`config.mk`:
```
export PLATFORM = sky130hd
export DESIGN_NAME = servo_seq_ctrl_flat
export DESIGN_NICKNAME = d
export VERILOG_FILES = /design/src/rtl/servo_seq_ctrl_if.sv /design/src/rtl/servo_seq_ctrl.sv /design/src/flat_wrapper.sv
export SDC_FILE = /design/constraint.sdc
export NUM_CORES = 1
export LEC_CHECK = 0
export ABC_AREA = 1
export BUFFER_PORTS_ARGS = -buffer_cell sky130_fd_sc_hd__buf_2
export CAP_MARGIN = 20
export CORE_AREA = 2 2 176 178
export DETAILED_ROUTE_END_ITERATION = 8
export DIE_AREA = 0 0 178 180
export PLACE_DENSITY = 0.77
export SYNTH_ARGS = -nofsm -noshare
export SYNTH_HDL_FRONTEND = slang
export SYNTH_SLANG_ARGS = --single-unit
```
`constraint.sdc`:
```
create_clock -name clk -period 5.18 [get_ports clk]
set_input_delay 0.777 -clock clk [delete_from_list [all_inputs] [get_ports clk]]
set_output_delay 0.777 -clock clk [all_outputs]
set_load 0.01 [all_outputs]
```
`src/rtl/servo_seq_ctrl_if.sv`:
```
// Host-side bus of servo_seq_ctrl: sequence control, waypoint table writes, PWM/status outputs.
interface servo_seq_ctrl_if;
   logic        start;
   logic        stop;
   logic        loop_en;
   logic [3:0]  num_wp;
   logic        wr_en;
   logic [2:0]  wr_addr;
   logic [26:0] wr_data;
   logic        pwm1;
   logic [14:0] jiaodu;
   logic        frame_tick;
   logic        busy;
   logic        done;
   logic [2:0]  wp_idx;

   modport master (
      output start, stop, loop_en, num_wp, wr_en, wr_addr, wr_data,
      input  pwm1, jiaodu, frame_tick, busy, done, wp_idx
   );

   modport slave (
      input  start, stop, loop_en, num_wp, wr_en, wr_addr, wr_data,
      output pwm1, jiaodu, frame_tick, busy, done, wp_idx
   );
endinterface

```
`src/rtl/servo_seq_ctrl.sv`:
```
// Waypoint sequencer and PWM generator for one hobby servo channel.
// Optional SERVO_SEQ_SOFTSTOP_EN: stop ramps back to PW_INIT before going idle.
module servo_seq_ctrl #(
   parameter int TICK_DIV = 125,
   parameter int FRAME_US = 20000,
   parameter int DEPTH    = 8,
   parameter int PW_MIN   = 500,
   parameter int PW_MAX   = 2500,
   parameter int PW_INIT  = 1500
) (
   input  logic          clk,
   input  logic          rst,
   servo_seq_ctrl_if.slave bus
);
   localparam int TW = (TICK_DIV > 1) ? $clog2(TICK_DIV) : 1;
   localparam int FW = (FRAME_US > 1) ? $clog2(FRAME_US) : 1;
   localparam int AW = (DEPTH > 1) ? $clog2(DEPTH) : 1;
   localparam logic [TW-1:0] TICK_LAST  = TW'(TICK_DIV - 1);
   localparam logic [FW-1:0] FRAME_LAST = FW'(FRAME_US - 1);
   localparam logic [14:0]   PW_MIN_C   = 15'(PW_MIN);
   localparam logic [14:0]   PW_MAX_C   = 15'(PW_MAX);
   localparam logic [14:0]   PW_INIT_C  = 15'(PW_INIT);

   typedef enum logic [1:0] {S_IDLE, S_LOAD, S_RAMP, S_DWELL} state_t;

   logic [TW-1:0] tick_q, tick_d;
   logic [FW-1:0] fc_q, fc_d;
   logic          frame_tick_q, frame_tick_d;
   logic          pwm1_q, pwm1_d;

   state_t        state_q, state_d;
   logic [14:0]   jiaodu_q, jiaodu_d;
   logic [14:0]   tgt_q, tgt_d;
   logic [3:0]    spd_q, spd_d;
   logic [7:0]    dwl_q, dwl_d;
   logic [7:0]    dcnt_q, dcnt_d;
   logic [2:0]    wp_idx_q, wp_idx_d;
   logic          busy_q, busy_d;
   logic          done_q, done_d;
`ifdef SERVO_SEQ_SOFTSTOP_EN
   logic          soft_q, soft_d;
`endif

   logic [26:0]   tbl_q [DEPTH];
   logic [26:0]   wr_entry_d;
   logic [26:0]   rd_entry;
   logic [15:0]   diff;
   logic [15:0]   spd16;
   logic [14:0]   ramp_val;
   logic [3:0]    next_idx;

   function automatic logic [26:0] clamp_entry(input logic [26:0] w);
      logic [14:0] t;
      if (w[14:0] < PW_MIN_C) begin
         t = PW_MIN_C;
      end else if (w[14:0] > PW_MAX_C) begin
         t = PW_MAX_C;
      end else begin
         t = w[14:0];
      end
      return {w[26:15], t};
   endfunction

   // Timebase and PWM compare; frame_tick marks the cycle in which fc has just wrapped to 0.
   always_comb begin
      tick_d       = tick_q;
      fc_d         = fc_q;
      frame_tick_d = 1'b0;
      if (tick_q == TICK_LAST) begin
         tick_d = '0;
         if (fc_q == FRAME_LAST) begin
            fc_d         = '0;
            frame_tick_d = 1'b1;
         end else begin
            fc_d = fc_q + FW'(1);
         end
      end else begin
         tick_d = tick_q + TW'(1);
      end
      pwm1_d = (16'(fc_q) < {1'b0, jiaodu_q});
   end

   always_ff @(posedge clk or posedge rst) begin
      if (rst) begin
         tick_q       <= '0;
         fc_q         <= '0;
         frame_tick_q <= 1'b0;
         pwm1_q       <= 1'b0;
      end else begin
         tick_q       <= tick_d;
         fc_q         <= fc_d;
         frame_tick_q <= frame_tick_d;
         pwm1_q       <= pwm1_d;
      end
   end

   always_comb begin
      wr_entry_d = clamp_entry(bus.wr_data);
   end

   always_ff @(posedge clk) begin
      if (bus.wr_en) begin
         tbl_q[bus.wr_addr[AW-1:0]] <= wr_entry_d;
      end
   end

   // One ramp step toward tgt; the distance is compared first so the step never overshoots or wraps.
   always_comb begin
      spd16 = {12'd0, spd_q};
      if (jiaodu_q < tgt_q) begin
         diff     = {1'b0, tgt_q} - {1'b0, jiaodu_q};
         ramp_val = (diff > spd16) ? (jiaodu_q + 15'(spd_q)) : tgt_q;
      end else begin
         diff     = {1'b0, jiaodu_q} - {1'b0, tgt_q};
         ramp_val = (diff > spd16) ? (jiaodu_q - 15'(spd_q)) : tgt_q;
      end
   end

   always_comb begin
      state_d  = state_q;
      jiaodu_d = jiaodu_q;
      tgt_d    = tgt_q;
      spd_d    = spd_q;
      dwl_d    = dwl_q;
      dcnt_d   = dcnt_q;
      wp_idx_d = wp_idx_q;
      done_d   = 1'b0;
      rd_entry = tbl_q[wp_idx_q[AW-1:0]];
      next_idx = {1'b0, wp_idx_q} + 4'd1;
`ifdef SERVO_SEQ_SOFTSTOP_EN
      soft_d   = soft_q;
      if (bus.stop) begin
         state_d = S_RAMP;
         tgt_d   = PW_INIT_C;
         dwl_d   = 8'd0;
         soft_d  = 1'b1;
         if (state_q == S_IDLE) begin
            spd_d = 4'd1;
         end else begin
            spd_d = spd_q;
         end
      end else begin
`else
      // In IDLE this also swallows a simultaneous start.
      if (bus.stop) begin
         state_d = S_IDLE;
      end else begin
`endif
         case (state_q)
            S_IDLE: begin
               if (bus.start && (bus.num_wp != 4'd0)) begin
                  state_d  = S_LOAD;
                  wp_idx_d = 3'd0;
               end else begin
                  state_d = S_IDLE;
               end
            end
            S_LOAD: begin
               tgt_d   = rd_entry[14:0];
               spd_d   = (rd_entry[18:15] == 4'd0) ? 4'd1 : rd_entry[18:15];
               dwl_d   = rd_entry[26:19];
               state_d = S_RAMP;
            end
            S_RAMP: begin
               if (frame_tick_q) begin
                  jiaodu_d = ramp_val;
               end else begin
                  jiaodu_d = jiaodu_q;
               end
               if (jiaodu_d == tgt_q) begin
`ifdef SERVO_SEQ_SOFTSTOP_EN
                  if (soft_q) begin
                     state_d = S_IDLE;
                     soft_d  = 1'b0;
                  end else begin
                     state_d = S_DWELL;
                     dcnt_d  = dwl_q;
                  end
`else
                  state_d = S_DWELL;
                  dcnt_d  = dwl_q;
`endif
               end else begin
                  state_d = S_RAMP;
               end
            end
            S_DWELL: begin
               if (frame_tick_q) begin
                  if (dcnt_q != 8'd0) begin
                     dcnt_d = dcnt_q - 8'd1;
                  end else if (next_idx < bus.num_wp) begin
                     wp_idx_d = next_idx[2:0];
                     state_d  = S_LOAD;
                  end else if (bus.loop_en) begin
                     wp_idx_d = 3'd0;
                     state_d  = S_LOAD;
                  end else begin
                     state_d = S_IDLE;
                     done_d  = 1'b1;
                  end
               end else begin
                  dcnt_d = dcnt_q;
               end
            end
            default: begin
               state_d = S_IDLE;
            end
         endcase
      end
      busy_d = (state_d != S_IDLE);
   end

   // Sequencer state and its registered outputs.
   always_ff @(posedge clk or posedge rst) begin
      if (rst) begin
         state_q  <= S_IDLE;
         jiaodu_q <= PW_INIT_C;
         tgt_q    <= '0;
         spd_q    <= '0;
         dwl_q    <= '0;
         dcnt_q   <= '0;
         wp_idx_q <= '0;
         busy_q   <= 1'b0;
         done_q   <= 1'b0;
`ifdef SERVO_SEQ_SOFTSTOP_EN
         soft_q   <= 1'b0;
`endif
      end else begin
         state_q  <= state_d;
         jiaodu_q <= jiaodu_d;
         tgt_q    <= tgt_d;
         spd_q    <= spd_d;
         dwl_q    <= dwl_d;
         dcnt_q   <= dcnt_d;
         wp_idx_q <= wp_idx_d;
         busy_q   <= busy_d;
         done_q   <= done_d;
`ifdef SERVO_SEQ_SOFTSTOP_EN
         soft_q   <= soft_d;
`endif
      end
   end

   assign bus.pwm1       = pwm1_q;
   assign bus.jiaodu     = jiaodu_q;
   assign bus.frame_tick = frame_tick_q;
   assign bus.busy       = busy_q;
   assign bus.done       = done_q;
   assign bus.wp_idx     = wp_idx_q;
endmodule

```
`src/flat_wrapper.sv`:
```
// flat-port wrapper written by rule: the top's interface ports become plain ports
module servo_seq_ctrl_flat 
#(
   parameter int TICK_DIV = 125,
   parameter int FRAME_US = 20000,
   parameter int DEPTH    = 8,
   parameter int PW_MIN   = 500,
   parameter int PW_MAX   = 2500,
   parameter int PW_INIT  = 1500
)
  (clk, rst, bus_start, bus_stop, bus_loop_en, bus_num_wp, bus_wr_en, bus_wr_addr, bus_wr_data, bus_pwm1, bus_jiaodu, bus_frame_tick, bus_busy, bus_done, bus_wp_idx);
  servo_seq_ctrl_if bus_i ();
  input  logic clk;
  input  logic rst;
  input wire logic [$bits(bus_i.start)-1:0] bus_start;
  input wire logic [$bits(bus_i.stop)-1:0] bus_stop;
  input wire logic [$bits(bus_i.loop_en)-1:0] bus_loop_en;
  input wire logic [$bits(bus_i.num_wp)-1:0] bus_num_wp;
  input wire logic [$bits(bus_i.wr_en)-1:0] bus_wr_en;
  input wire logic [$bits(bus_i.wr_addr)-1:0] bus_wr_addr;
  input wire logic [$bits(bus_i.wr_data)-1:0] bus_wr_data;
  output wire logic [$bits(bus_i.pwm1)-1:0] bus_pwm1;
  output wire logic [$bits(bus_i.jiaodu)-1:0] bus_jiaodu;
  output wire logic [$bits(bus_i.frame_tick)-1:0] bus_frame_tick;
  output wire logic [$bits(bus_i.busy)-1:0] bus_busy;
  output wire logic [$bits(bus_i.done)-1:0] bus_done;
  output wire logic [$bits(bus_i.wp_idx)-1:0] bus_wp_idx;
  assign bus_i.start = bus_start;
  assign bus_i.stop = bus_stop;
  assign bus_i.loop_en = bus_loop_en;
  assign bus_i.num_wp = bus_num_wp;
  assign bus_i.wr_en = bus_wr_en;
  assign bus_i.wr_addr = bus_wr_addr;
  assign bus_i.wr_data = bus_wr_data;
  assign bus_pwm1 = bus_i.pwm1;
  assign bus_jiaodu = bus_i.jiaodu;
  assign bus_frame_tick = bus_i.frame_tick;
  assign bus_busy = bus_i.busy;
  assign bus_done = bus_i.done;
  assign bus_wp_idx = bus_i.wp_idx;
  servo_seq_ctrl #(.TICK_DIV(TICK_DIV), .FRAME_US(FRAME_US), .DEPTH(DEPTH), .PW_MIN(PW_MIN), .PW_MAX(PW_MAX), .PW_INIT(PW_INIT)) u_core (.clk(clk), .rst(rst), .bus(bus_i));
endmodule
```
Yosys cells after proc, flatten, opt, wreduce, memory -nomap -nowiden. Memory sizes are Yosys's and may differ from the RTL's. Cells that the tools add are included.

Add/subtract/negate cells: 8. Bitwise gates (word level): 1. Equality and inequality tests: 12. $lt $le $gt $ge: 7. Mux-type cells: 39. Reduce and logical (&&, ||, !) cells: 12.

Operator list (count): 2-to-1 mux 15 bit (9); > comparator 16 x 4 -> 1 bit (2); subtractor 15 x 15 -> 16 bit (2); < comparator 15 bit (2); 2-to-1 mux 8 bit (3); case mux 8 bit (2 select lines) (1); adder 15 x 1 -> 15 bit (second input constant) (1); adder 15 x 4 -> 15 bit (1); == test 15 bit (1); == test 15 bit (second input constant) (1); > comparator 15 x 12 -> 1 bit (second input constant) (1); < comparator 15 x 9 -> 1 bit (second input constant) (1); 2-to-1 mux 3 bit (5); subtractor 15 x 4 -> 15 bit (1); 2-to-1 mux 1 bit (13); 2-to-1 mux 2 bit (4); != test 2 x 1 -> 1 bit (second input constant) (4); case mux 2 bit (4 select lines) (1); nonzero test 8 bit (1); subtractor 8 x 1 -> 8 bit (second input constant) (1); adder 7 x 1 -> 7 bit (second input constant) (1); == test 7 bit (second input constant) (1); 2-to-1 mux 7 bit (1); case mux 3 bit (2 select lines) (1); other kinds (16) (20).

Flip-flop bits (word level): 81. Logic and storage cells: 93. Memories: 1. Output and inout bits: 22. Input port bits: 40. Memory bits (writable): 216.

Memory list: u_core.tbl_q (words 8, bits a word 27, rd ports 1, clocked after Yosys merged registers in 0, wr ports 1, RTL line servo_seq_ctrl.sv:44) `logic [26:0] tbl_q [DEPTH];`.

Longest topological paths before layout.
Word-level depth: 12. Depth in mapped cells: 34. Mapped depth without buffers: 32.

Worst setup path after synthesis. Ideal clock, no wire load.

Path kind: reg-to-reg. Start: register u_core.jiaodu_q[2] (netlist: u_core.bus.jiaodu[2]). End: register u_core.dcnt_q[0]. Period minus slack after synthesis: 3719 ps. Path slack: 1461 ps. Data required time: 5063 ps. Stages on the path, launching flop included: 35. Data arrival time: 3601 ps. Setup time: 117 ps. Path buffers: 2. Cells stage by stage: dfstp_2 -> inv_1 -> ha_1 -> buf_4 -> nand2_1 -> nand2_1 -> inv_1 -> nand2_1 -> xor2_1 -> ha_1 -> nand2_1 -> inv_1 -> nand2_1 -> nand2_1 -> nand2_1 -> nand3_1 -> nor2_1 -> nand3_4 -> nor2_8 -> nand2_4 -> buf_6 -> nand2_2 -> nand3_1 -> nand3_2 -> nand2_1 -> nand2_1 -> nand2_1 -> nor2_1 -> nand2_1 -> nor2_2 -> nand2_2 -> nand2_4 -> nand2_4 -> nand2_1 -> nand2_1.

Cells in the longest elaborated chain, start to end: 10. Elaborated cells between the ends (all ways): 16. Those cells by class: add/sub: 4; order compare: 3; eq/ne: 2; mux: 6; reduce/logical: 1.

RTL lines: from (decl) (RTL line servo_seq_ctrl.sv:32) `logic [14:0] jiaodu_q, jiaodu_d;`; from (signal assigned) (RTL line servo_seq_ctrl.sv:230) `jiaodu_q <= jiaodu_d;`; subtractor 15 x 15 -> 16 bit (on tied branches) (RTL line servo_seq_ctrl.sv:114, servo_seq_ctrl.sv:111); > comparator 16 x 4 -> 1 bit (on tied branches) (RTL line servo_seq_ctrl.sv:115, servo_seq_ctrl.sv:112); 2-to-1 mux 15 bit (on tied branches) (RTL line servo_seq_ctrl.sv:115, servo_seq_ctrl.sv:112); 2-to-1 mux 15 bit (RTL line servo_seq_ctrl.sv:110) `if (jiaodu_q < tgt_q) begin`; 2-to-1 mux 15 bit * (RTL line servo_seq_ctrl.sv:165) `if (frame_tick_q) begin`; 2-to-1 mux 15 bit * (RTL line servo_seq_ctrl.sv:149) `case (state_q)`; 2-to-1 mux 15 bit * (RTL line servo_seq_ctrl.sv:145) `if (bus.stop) begin`; == test 15 bit * (RTL line servo_seq_ctrl.sv:170) `if (jiaodu_d == tgt_q) begin`; != test 2 x 1 -> 1 bit (no line) *; AND reduction 5 bit (no line) *; to (signal assigned) (RTL line servo_seq_ctrl.sv:234) `dcnt_q <= dcnt_d;`; to (decl) (RTL line servo_seq_ctrl.sv:36) `logic [7:0] dcnt_q, dcnt_d;`.

Every way passes the cells marked *; elsewhere a longest branch is shown, timed or not. The select of a mux whose other input is x is not followed. A chain may end at the register's enable or synchronous reset.

Final worst setup path.
Start: register u_core.jiaodu_q[8] (netlist: u_core.bus.jiaodu[8]). End: register u_core.dcnt_q[1].

The elaborated chain is that of the path after synthesis.

==> summary.txt <==
Status
  – Status: completed

Global route
  – Vias in the first global route: 12600
  – GRT Resource Usage Total: 0.261
  – Grt ovf: 0
  – Largest net degree at the start of global routing: 85
  – Initial antenna violation count: 0
  – First-pass GRT wire length: 66.3 mm

Worst setup path
  – Delay-heaviest family, CP: simple AND/OR/NAND/NOR gates
  – Critical-path cell list: clkinv_1 -> ha_1 -> nand2_1 -> nor2_2 -> and2_2 -> nand2_1 -> nand3_2 -> nand3_2 -> nor2_4 -> buf_4 -> nand3_1 -> nand3_1 -> nand3_1 -> nand3_1 -> nand2_1 -> nor2_1 -> nand2_1 -> nor2_2 -> nand2_2 -> nand2_4 -> nand2_4 -> nand2_1 -> nand2_1
  – CP Max Fanout: 10
  – Worst EP arrival: 4990 ps
  – CP startpoint kind: flip-flop
  – Slowest CP cell: dfstp_2
  – Critical path required time: 5630 ps
  – Crit path largest cell delay: 630 ps
  – Nature of the critical path endpoint: flip-flop
  – Critical path class: reg2reg
  – Buf/Inv on CP: 2
  – CP dominant cell by count: nand2_1

Final layout
  – Ant diodes: 0
  – Fillers: 2546
  – Seq. cell area: 8520 sq um
  – Multi-input logic area: 6850 sq um
  – Layout Nets: 2024
  – Layout cell share with drive strength beyond 1: 0.105
  – Final Util: 0.600
  – Area grow syn2layout: 11.2%
  – Non-Filler Instances: 2327

Clocking
  – Max Buffers Root-to-Sink: 3
  – CTS tree: yes
  – Total setup buffers inserted after CTS: 0
  – Cts bufs inserted: 30
  – Post-CTS resize count: 0
  – Reg clk slew, reported paths: 60 ps
  – H-Tree Depth: 1
  – Clock latency on the worst-skew pair: 580 ps
  – Hold buffers post-CTS: 0
  – Root buffer cell: clkbuf_16
  – Clock Sink Count: 297

Floorplanning
  – Rows: 64
  – Core area: 30200 sq um
  – Die height: 180 um
  – Die width: 178 um
  – Initial Util: 0.540
  – IO Pins: 62
  – Die area: 32000 sq um

Place
  – Placed Cells: 2271
  – Count of input and output buffers: 61
  – Dpl hpwl: 27.8 mm
  – Final GP Congestion: 1.02

Synth
  – Post-Syn Instances: 1836
  – Post-synth EDFFs: 216
  – Synth Cell Area: 16300 sq um
  – Synthesis-stage register bit count: 297
  – Top FF cell, synth: edfxtp_1
  – Sequential fraction of the synthesis area: 0.523
  – Asr flop ratio synth: 0.273
  – Post-synth cell types: 50
  – Syn Area/Cell: 8.88 sq um
  – Synth warn: 0

STA
  – Skew final: 35.6 ps
  – Finish-stage setup viols: 0
  – Tightest Pin Transition: 876 ps
  – Relative slew slack: 0.415
  – Final-report hold violation count: 0
  – Period utilization: 0.878
  – TNS Setup: 0 ps
  – Worst Hold Margin: 363 ps
  – RSZ-0062 raised after global routing: false
  – Fmax achieved: 0.220 GHz
  – Fin. max-slew vios: 0
  – Minimum clock period: 4550 ps

Power and ir drop
  – Peak supply drop: 0.000300 V
  – PwrDens: 600 nW/um^2
  – Pleak: 7.76 nW

Route
  – Post-DR wirelength/cell: 18.0 um
  – Vias: 13300
  – Drt pass-1 iters: 6
  – Total Wirelength: 42.0 mm
  – Residual DRC: 0
  – Post-DRT Antenna Nets: 0
  – Initial DRC Count: 1381
  – Vias per cell: 5.72

Run
  – Max-Cap Viols: 0

Worst hold path
  – Hold Path Class: in2async
## kinds of logic (layout without fill, tap and decap cells)
logic type               Yosys count  in the layout  share of synthesized area
flip-flops                       297            297                      0.523
buffers and inverters            264            336                     0.0633
other                              1             24                   0.000230
adder cells (fa/ha/maj)           77             77                     0.0610
XOR/XNOR                          34             34                     0.0183
AO/OA/AOI/OAI                    303            303                      0.104
AND/OR/NAND/NOR                  860            860                      0.230
## synth_stat cells, types with 5 or more instances
cell	instances	area, sq um
buf_2	8	40.0
nor3_1	13	65.1
o21ai_0	165	826
dfstp_2	7	184
nor2_2	8	50.1
ha_1	73	913
buf_1	5	18.8
edfxtp_1	216	6490
nand2_1	390	1460
dfrtp_1	74	1850
clkinv_1	5	18.8
nand3_1	161	806
xor2_1	28	245
nand3_2	10	100
inv_2	5	18.8
clkbuf_1	48	180
nand2_2	11	68.8
nand4_1	21	131
o211ai_1	7	52.6
o22ai_1	57	357
o221ai_1	12	105
a21oi_1	44	220
xnor2_1	6	52.6
nor2_1	223	837
inv_1	187	702
## layout by cell type (no fill, tap or decap), types with 6 or more instances in the layout
cell type    n
nand2_1    390
edfxtp_1   216
nor2_1     215
inv_1      186
o21ai_0    165
nand3_1    161
ha_1        73
dfrtp_1     73
buf_2       61
o22ai_1     57
a21oi_1     44
clkbuf_16   30
xor2_1      28
conb_1      24
buf_4       22
nand4_1     21
nor2_2      16
nor3_1      13
o221ai_1    12
nand2_2     11
nand3_2     10
clkinv_2     8
o211ai_1     7
dfstp_2      7
inv_2        6
clkinv_1     6
xnor2_1      6
clkbuf_8     6
## routing by layer
metal	track usage	vias to the layer above	share of wire
met2	0.406	609	0.46
met4	0.0974	0	0.032
met3	0.0491	109	0.092
li1	-	6335	-
met1	0.365	6247	0.42
met5	0	-	0
## path summary, 6_finish.rpt
path                                            from              endpoint  slack (ps)  depth (start not counted)
min in group clk                     bus_wr_data[19]   u_core.tbl_q[4][19]         460                          1
worst max register to register  u_core.bus.jiaodu[8]      u_core.dcnt_q[1]         630                         23
worst min register to register       u_core.dwl_q[6]       u_core.dwl_q[6]         480                          2
max in group asynchronous                        rst  u_core.bus.jiaodu[2]        3820                          3
worst min-delay path                             rst       u_core.dwl_q[7]         360                          2
worst max-delay path            u_core.bus.jiaodu[8]      u_core.dcnt_q[1]         630                         23
## power breakdown
part,internal (mW),leakage (nW),switching [mW],total (mW)
Combinational,1.79,4.27,3.71,5.49
Sequential,2.82,2.98,0.344,3.16
Clock,1.30,0.511,0.909,2.21
## per-stage QoR
stage               area [sq um]  setup slack (ps)  power [mW]
floorplan                  16400              1460        7.08
global placement           17100               834        8.43
detailed placement         17100               726        8.53
CTS                        18100               721        10.8
global route               18100               247        11.6
finish                     18100               634        10.9
## state kept, by name, summed over array words and instances (netlist names)
signal and flops:
u_core.tick_q 7, u_core.bus.done 1, u_core.dcnt_q 8, u_core.spd_q 4, u_core.fc_q 15, u_core.bus.busy 1, u_core.bus.jiaodu 15, u_core.dwl_q 8
u_core.bus.pwm1 1, u_core.tgt_q 15, u_core.state_q 2, u_core.bus.wp_idx 3, u_core.tbl_q 216, u_core.bus.frame_tick 1
## worst reg2reg max path, stage by stage, from the launching register on
cell      delay (ps)
dfstp_2          630
clkinv_1         380
ha_1             600
nand2_1          200
nor2_2           290
and2_2           220
nand2_1           90
nand3_2           90
nand3_2           80
nor2_4           340
buf_4            240
nand3_1           90
nand3_1          100
nand3_1          110
nand3_1          100
nand2_1           60
nor2_1           110
nand2_1           90
nor2_2           150
nand2_2           90
nand2_4          120
nand2_4           90
nand2_1          110
nand2_1           50
## cell type report
type	count	share of cell area
multi-input combinational	1298	0.378
clock inverter	16	0.0104
inverter	197	0.0409
sequential	297	0.471
clock buffer	40	0.0468
timing repair buffer	83	0.0260
tap	396	0.0274
No activity file was read; power rests on OpenSTA's default activity.
